File: src/rtl/tree_traversal_unit_if.sv
// tree_traversal_unit_if: start/result handshakes and node/feature memory ports of the tree walker
interface tree_traversal_unit_if #(
  parameter int DATA_W    = 32,
  parameter int NODE_AW   = 8,
  parameter int FEAT_AW   = 5,
  parameter int CLASS_W   = 8,
  parameter int MAX_DEPTH = 16
);
  localparam int DEPTH_W = $clog2(MAX_DEPTH + 1);
  logic                 start_valid;
  logic                 start_ready;
  logic [NODE_AW-1:0]   root_addr;
  logic                 node_rd_en;
  logic [NODE_AW-1:0]   node_addr;
  logic                 node_is_leaf;
  logic [FEAT_AW-1:0]   node_feat;
  logic [DATA_W-1:0]    node_thresh;
  logic [NODE_AW-1:0]   node_left;
  logic [NODE_AW-1:0]   node_right;
  logic [CLASS_W-1:0]   node_class;
  logic                 feat_rd_en;
  logic [FEAT_AW-1:0]   feat_addr;
  logic [DATA_W-1:0]    feat_rdata;
  logic                 res_valid;
  logic                 res_ready;
  logic [CLASS_W-1:0]   res_class;
  logic [DEPTH_W-1:0]   res_depth;
  logic [MAX_DEPTH-1:0] res_path;
  logic                 res_err;
  modport slave (
    input  start_valid, root_addr, node_is_leaf, node_feat, node_thresh, node_left,
           node_right, node_class, feat_rdata, res_ready,
    output start_ready, node_rd_en, node_addr, feat_rd_en, feat_addr, res_valid,
           res_class, res_depth, res_path, res_err
  );
  modport master (
    output start_valid, root_addr, node_is_leaf, node_feat, node_thresh, node_left,
           node_right, node_class, feat_rdata, res_ready,
    input  start_ready, node_rd_en, node_addr, feat_rd_en, feat_addr, res_valid,
           res_class, res_depth, res_path, res_err
  );
endinterface

File: src/rtl/tree_traversal_unit.sv
// tree_traversal_unit: walks one decision tree from root to leaf, one node per three cycles
module tree_traversal_unit #(
  parameter int DATA_W     = 32,
  parameter int NODE_AW    = 8,
  parameter int FEAT_AW    = 5,
  parameter int CLASS_W    = 8,
  parameter int MAX_DEPTH  = 16,
  parameter int CMP_SIGNED = 0
) (
  input logic clk,
  input logic reset,
  tree_traversal_unit_if.slave io
);
  localparam int DW = $clog2(MAX_DEPTH + 1);
  typedef enum logic [2:0] {IDLE, NODE, NLAT, FLAT, DONE} state_t;
  state_t               state, nxt;
  logic [NODE_AW-1:0]   cur, left, right;
  logic [DATA_W-1:0]    thresh;
  logic [FEAT_AW-1:0]   feat_addr_q;
  logic [DW-1:0]        depth, depth_nx;
  logic [MAX_DEPTH-1:0] path;
  logic [CLASS_W-1:0]   cls;
  logic                 err, dec, last;
  assign dec = (CMP_SIGNED != 0) ? ($signed(io.feat_rdata) > $signed(thresh))
                                 : (io.feat_rdata > thresh);
  assign depth_nx = depth + DW'(1);
  assign last = depth_nx == DW'(MAX_DEPTH);
  always_ff @(posedge clk or posedge reset)
    if (reset) state <= IDLE;
    else state <= nxt;
  always_comb
    nxt = state == IDLE ? (io.start_valid ? NODE : IDLE) :
          state == NODE ? NLAT :
          state == NLAT ? (io.node_is_leaf ? DONE : FLAT) :
          state == FLAT ? (last ? DONE : NODE) :
          state == DONE ? (io.res_ready ? IDLE : DONE) : IDLE;
  // feature address comes straight from the node record so the feature read overlaps NLAT
  always_comb begin
    io.start_ready = state == IDLE;
    io.node_rd_en  = state == NODE;
    io.node_addr   = cur;
    io.feat_rd_en  = state == NLAT && !io.node_is_leaf;
    io.feat_addr   = state == NLAT ? io.node_feat : feat_addr_q;
    io.res_valid   = state == DONE;
    io.res_class   = cls;
    io.res_depth   = depth;
    io.res_path    = path;
    io.res_err     = err;
  end
  always_ff @(posedge clk or posedge reset)
    if (reset) begin
      cur         <= '0;
      left        <= '0;
      right       <= '0;
      thresh      <= '0;
      feat_addr_q <= '0;
      depth       <= '0;
      path        <= '0;
      cls         <= '0;
      err         <= 1'b0;
    end else begin
      case (state)
        IDLE:
          if (io.start_valid) begin
            cur   <= io.root_addr;
            depth <= '0;
            path  <= '0;
            cls   <= '0;
            err   <= 1'b0;
          end
        NLAT:
          if (io.node_is_leaf) cls <= io.node_class;
          else begin
            feat_addr_q <= io.node_feat;
            thresh      <= io.node_thresh;
            left        <= io.node_left;
            right       <= io.node_right;
          end
        FLAT: begin
          path  <= path | (MAX_DEPTH'(dec) << depth);
          cur   <= dec ? right : left;
          depth <= depth_nx;
          if (last) begin
            err <= 1'b1;
            cls <= '0;
          end
        end
        default: ;
      endcase
    end
endmodule

File: src/flat_wrapper.sv
// flat-port wrapper written by rule: the top's interface ports become plain ports
module tree_traversal_unit_flat 
#(
  parameter int DATA_W     = 32,
  parameter int NODE_AW    = 8,
  parameter int FEAT_AW    = 5,
  parameter int CLASS_W    = 8,
  parameter int MAX_DEPTH  = 16,
  parameter int CMP_SIGNED = 0
)
  (clk, reset, io_start_valid, io_root_addr, io_node_is_leaf, io_node_feat, io_node_thresh, io_node_left, io_node_right, io_node_class, io_feat_rdata, io_res_ready, io_start_ready, io_node_rd_en, io_node_addr, io_feat_rd_en, io_feat_addr, io_res_valid, io_res_class, io_res_depth, io_res_path, io_res_err);
  tree_traversal_unit_if #(.DATA_W(DATA_W), .NODE_AW(NODE_AW), .FEAT_AW(FEAT_AW), .CLASS_W(CLASS_W), .MAX_DEPTH(MAX_DEPTH)) io_i ();
  input logic clk;
  input logic reset;
  input wire logic [$bits(io_i.start_valid)-1:0] io_start_valid;
  input wire logic [$bits(io_i.root_addr)-1:0] io_root_addr;
  input wire logic [$bits(io_i.node_is_leaf)-1:0] io_node_is_leaf;
  input wire logic [$bits(io_i.node_feat)-1:0] io_node_feat;
  input wire logic [$bits(io_i.node_thresh)-1:0] io_node_thresh;
  input wire logic [$bits(io_i.node_left)-1:0] io_node_left;
  input wire logic [$bits(io_i.node_right)-1:0] io_node_right;
  input wire logic [$bits(io_i.node_class)-1:0] io_node_class;
  input wire logic [$bits(io_i.feat_rdata)-1:0] io_feat_rdata;
  input wire logic [$bits(io_i.res_ready)-1:0] io_res_ready;
  output wire logic [$bits(io_i.start_ready)-1:0] io_start_ready;
  output wire logic [$bits(io_i.node_rd_en)-1:0] io_node_rd_en;
  output wire logic [$bits(io_i.node_addr)-1:0] io_node_addr;
  output wire logic [$bits(io_i.feat_rd_en)-1:0] io_feat_rd_en;
  output wire logic [$bits(io_i.feat_addr)-1:0] io_feat_addr;
  output wire logic [$bits(io_i.res_valid)-1:0] io_res_valid;
  output wire logic [$bits(io_i.res_class)-1:0] io_res_class;
  output wire logic [$bits(io_i.res_depth)-1:0] io_res_depth;
  output wire logic [$bits(io_i.res_path)-1:0] io_res_path;
  output wire logic [$bits(io_i.res_err)-1:0] io_res_err;
  assign io_i.start_valid = io_start_valid;
  assign io_i.root_addr = io_root_addr;
  assign io_i.node_is_leaf = io_node_is_leaf;
  assign io_i.node_feat = io_node_feat;
  assign io_i.node_thresh = io_node_thresh;
  assign io_i.node_left = io_node_left;
  assign io_i.node_right = io_node_right;
  assign io_i.node_class = io_node_class;
  assign io_i.feat_rdata = io_feat_rdata;
  assign io_i.res_ready = io_res_ready;
  assign io_start_ready = io_i.start_ready;
  assign io_node_rd_en = io_i.node_rd_en;
  assign io_node_addr = io_i.node_addr;
  assign io_feat_rd_en = io_i.feat_rd_en;
  assign io_feat_addr = io_i.feat_addr;
  assign io_res_valid = io_i.res_valid;
  assign io_res_class = io_i.res_class;
  assign io_res_depth = io_i.res_depth;
  assign io_res_path = io_i.res_path;
  assign io_res_err = io_i.res_err;
  tree_traversal_unit #(.DATA_W(DATA_W), .NODE_AW(NODE_AW), .FEAT_AW(FEAT_AW), .CLASS_W(CLASS_W), .MAX_DEPTH(MAX_DEPTH), .CMP_SIGNED(CMP_SIGNED)) u_core (.clk(clk), .reset(reset), .io(io_i));
endmodule
File: config.mk
export PLATFORM = sky130hd
export DESIGN_NAME = tree_traversal_unit_flat
export DESIGN_NICKNAME = d
export VERILOG_FILES = /design/src/rtl/tree_traversal_unit_if.sv /design/src/rtl/tree_traversal_unit.sv /design/src/flat_wrapper.sv
export SDC_FILE = /design/constraint.sdc
export NUM_CORES = 1
export LEC_CHECK = 0
export CAP_MARGIN = 0
export CORE_ASPECT_RATIO = 1.1
export CORE_MARGIN = 1
export CORE_UTILIZATION = 51
export CTS_BUF_LIST = sky130_fd_sc_hd__clkbuf_8 sky130_fd_sc_hd__clkbuf_16
export CTS_CLUSTER_DIAMETER = 200
export DETAILED_ROUTE_END_ITERATION = 16
export PLACE_DENSITY = 0.83
export SLEW_MARGIN = 10
export SYNTH_ARGS = -nofsm -noshare
export SYNTH_HDL_FRONTEND = slang
export SYNTH_SLANG_ARGS = --single-unit
File: constraint.sdc
create_clock -name clk -period 7.4 [get_ports clk]
set_clock_uncertainty 0.15 [all_clocks]
set_input_delay 0.74 -clock clk [delete_from_list [all_inputs] [get_ports clk]]
set_output_delay 0.74 -clock clk [all_outputs]
set_load 0.005 [all_outputs]
==> results_dict.tcl <==
set metrics [dict create \
    clock_tree_from_tritoncts "yes" \
    grt_util_all_layers_pct 24.72 \
    report.final.setup_viol 0 \
    detailed_place_hpwl_um 8704 \
    mappedNetlistArea_mm2 0.004852 \
    cts_hold_buffers 0 \
    rsz_0062_raised_after_global_routing "no" \
    ir_drop_mv 0.1577 \
    placement.io_buffers 152 \
    min_to "u_core.io.res_path[6]$_DFFE_PP0P_" \
    gr-total-overflow 0 \
    multi_input_gate_area_mm2 0.002225 \
    synthesis.instances 490 \
    power-per-cell-area_mw_per_mm2 322.3 \
    cts_setup_buffers 0 \
    max_cap_violations 0 \
    critPathKind "reg2out" \
    cts_root_buf "clkbuf_8" \
    synth-seq-area-share_pct 48.48 \
    post-route-period-util_pct 56.30 \
    cp_num_cells 4 \
    tns_ps 0 \
    number_of_synthesized_register_bits 94 \
    synthesis.nets 629 \
    period_minus_slack_ps 4166 \
    async_flop_share_pct 100.0 \
    drt-vias-per-instance 5.507 \
    worstSetupStartpointType "register" \
    synth_cell_type_count 47 \
    postCtsResizedCells 0 \
    core.rowCount 36 \
    dpl.cell_count 731 \
    worstPathMaxFanout 86 \
    register_area_mm2 0.002352 \
    fp.dieW_um 95 \
    synth_warnings 0 \
    drt.antenna.violating_nets 0 \
    finish.cell_count_without_fillers 747 \
    worstSetupEndpointType "primary output" \
    worst_r2r_path_depth 4 \
    initial_core_util_pct 53.59 \
    wire_per_inst_um 15.61 \
    finalMaxSlewViolations 0 \
    timing.final.hold_violations 0 \
    cp.buffers_inverters 2 \
    pin_count 153 \
    fill_cells 644 \
    wl_um 11660 \
    hold_crit_path_type "reg2reg" \
    cp_slowest_cell "nor3b_2" \
    cts-htree-levels 3 \
    maximum_number_of_pins_on_one_net_before_global_route_repair 95 \
    crit-reg2reg-capture "u_core.left[2]$_DFFE_PP0P_" \
    min_delay_path_depth 2 \
    crit_arrival_ps 3280 \
    most-common-layout-cells "clkdlybuf4s50_1, dfrtp_1, nand2_1, inv_1, o21ai_0" \
    drc 0 \
    synth_ff_type "dfrtp_1" \
    area_of_the_die_mm2 0.009909 \
    power_leakage_nw 2.811 \
    r2r_start "u_core.state[2]$_DFF_PP0_" \
    fp.coreArea_mm2 0.009054 \
    worst_max_slew_margin_expressed_relative_to_the_limit_pct 32.55 \
    cts-buffers-inserted 9 \
    finalHoldWorstSlack_ps 333.5 \
    tightest_slew_ps 1012 \
    insertion_delay_ps 350 \
    area_delta_synth_final_pct 36.31 \
    syn-mean-instance-area_um2 9.902 \
    floorplan.die.height_um 104.3 \
    firstDrtPassIters 5 \
    final_nets 767 \
    routability_congestion_estimate_from_global_placement 0.7862 \
    max_freq_mhz 240.0 \
    drt_iter0_drc 217 \
    timing.critical_path.cells "nor3b_2, nor2b_4, buf_4, clkdlybuf4s50_1" \
    critical-path-max-stage-delay_ps 810 \
    initial_antenna_violation_count 0 \
    reg2reg_setup_slack_ps 4440 \
    clock_sink_count 94 \
    crit_family "buffers and inverters" \
    n_antenna_cell 0 \
    routed-via-count 4114 \
    clkTransAtPathRegs_ps 90 \
    synth_edf_count 0 \
    grt_pass1_wl_um 19250 \
    outcome "completed" \
    commonest_non_fill_non_tap_cell_in_the_layout "clkdlybuf4s50_1" \
    worst_hold_startpoint "u_core.io.res_path[6]$_DFFE_PP0P_" \
    critPathRequiredTime_ps 6510 \
    vias_in_the_first_global_route 4156 \
    share_of_final_layout_standard_cells_stronger_than_drive_strength_1_pct 8.689 \
    cts.path.max_buffers 2 \
]
## synthesized netlist by cell type, types with 2 or more instances
master    number  area share, %
a21oi_1       16            1.7
buf_2         10            1.0
clkbuf_1      14            1.1
mux2_2        27            6.3
nor2_1        12           0.93
a211oi_1      10            1.5
nand2b_1       5           0.64
and3_1         8            1.0
nand3b_1       3           0.46
nor3_1        10            1.0
o31ai_1       13            2.0
nand4_1        7           0.90
a31oi_1        2           0.26
o21ai_1        3           0.31
o41ai_1        4           0.72
nand4_2        2           0.52
o21ai_0       41            4.2
nor4_1         9            1.2
mux2i_1        8            1.7
nor2b_1        3           0.39
inv_1         43            3.3
nand2_1       88            6.8
nand3_1        3           0.31
ha_1          33            8.5
dfrtp_1       94             48
## through the flow
| step | setup slack [ps] | instance area [um2] | total power (W) | util (%) |
|---|---|---|---|---|
| after floorplan | 4061 | 4852 | 0.001426 | - |
| after global placement | 3758 | 6412 | 0.001741 | 70.83 |
| after detailed placement | 3642 | 6412 | 0.001794 | 70.83 |
| after CTS | 3240 | 6611 | 0.002141 | 73.02 |
| after global routing | 2977 | 6614 | 0.002295 | 73.05 |
| final | 3234 | 6614 | 0.002131 | 73.05 |
## worst min-delay path, stage by stage (launching register included)
cell,delay [ps]
dfrtp_1,350
nand2_1,50
o31ai_1,50
## routing by layer
metal,global-route usage (%),part of all wire [%],vias up
met3,5.629,5.9,11
li1,-,-,1980
met2,41.47,50,130
met5,0,0,-
met1,31.91,43,1993
met4,6.385,1.3,0
## cells by family after synthesis
logic type / after synthesis / share of synthesized area, %
DFF: 94 / 48.48
adders and majority gates: 33 / 8.510
AOI/OAI and AO/OA: 99 / 13.33
and+or+nand+nor: 160 / 15.94
muxes: 35 / 7.916
buffers and inverters: 69 / 5.828
## worst max path at each step
stage	start	end	slack [ps]
floorplan	reset	u_core.feat_addr_q[0]$_DFFE_PP0P_	4060
global placement	u_core.state[2]$_DFF_PP0_	io_feat_rd_en	3760
CTS	u_core.state[2]$_DFF_PP0_	io_feat_rd_en	3240
global route	u_core.state[2]$_DFF_PP0_	io_feat_rd_en	2980
finish	u_core.state[2]$_DFF_PP0_	io_feat_rd_en	3230
detailed placement	u_core.state[2]$_DFF_PP0_	io_feat_rd_en	3640
## power by group
part / switching, W / internal, W / total [W]
combinational: 0.000477 / 0.000481 / 0.000959
sequential: 0.000113 / 0.000718 / 0.000831
clock: 0.000177 / 0.000165 / 0.000342
total: 0.000767 / 0.00136 / 0.00213
## state kept, by name (all words and copies together), names as in the netlist
name / count
u_core.left: 8
u_core.thresh: 32
u_core.io.res_class: 8
u_core.io.node_addr: 8
u_core.io.res_path: 16
u_core.feat_addr_q: 5
u_core.state: 3
u_core.io.res_depth: 5
u_core.right: 8
u_core.io.res_err: 1
## area by class of cell
type,instances,share of cell area [%]
well taps,114,2.157
repair buffers,153,23.12
clock inverters,6,0.9270
flip-flops and latches,94,35.57
multi-input cells,327,33.64
clock buffers,10,2.081
inverters,43,2.516
Note: power is estimated with default switching activity, not from simulation.
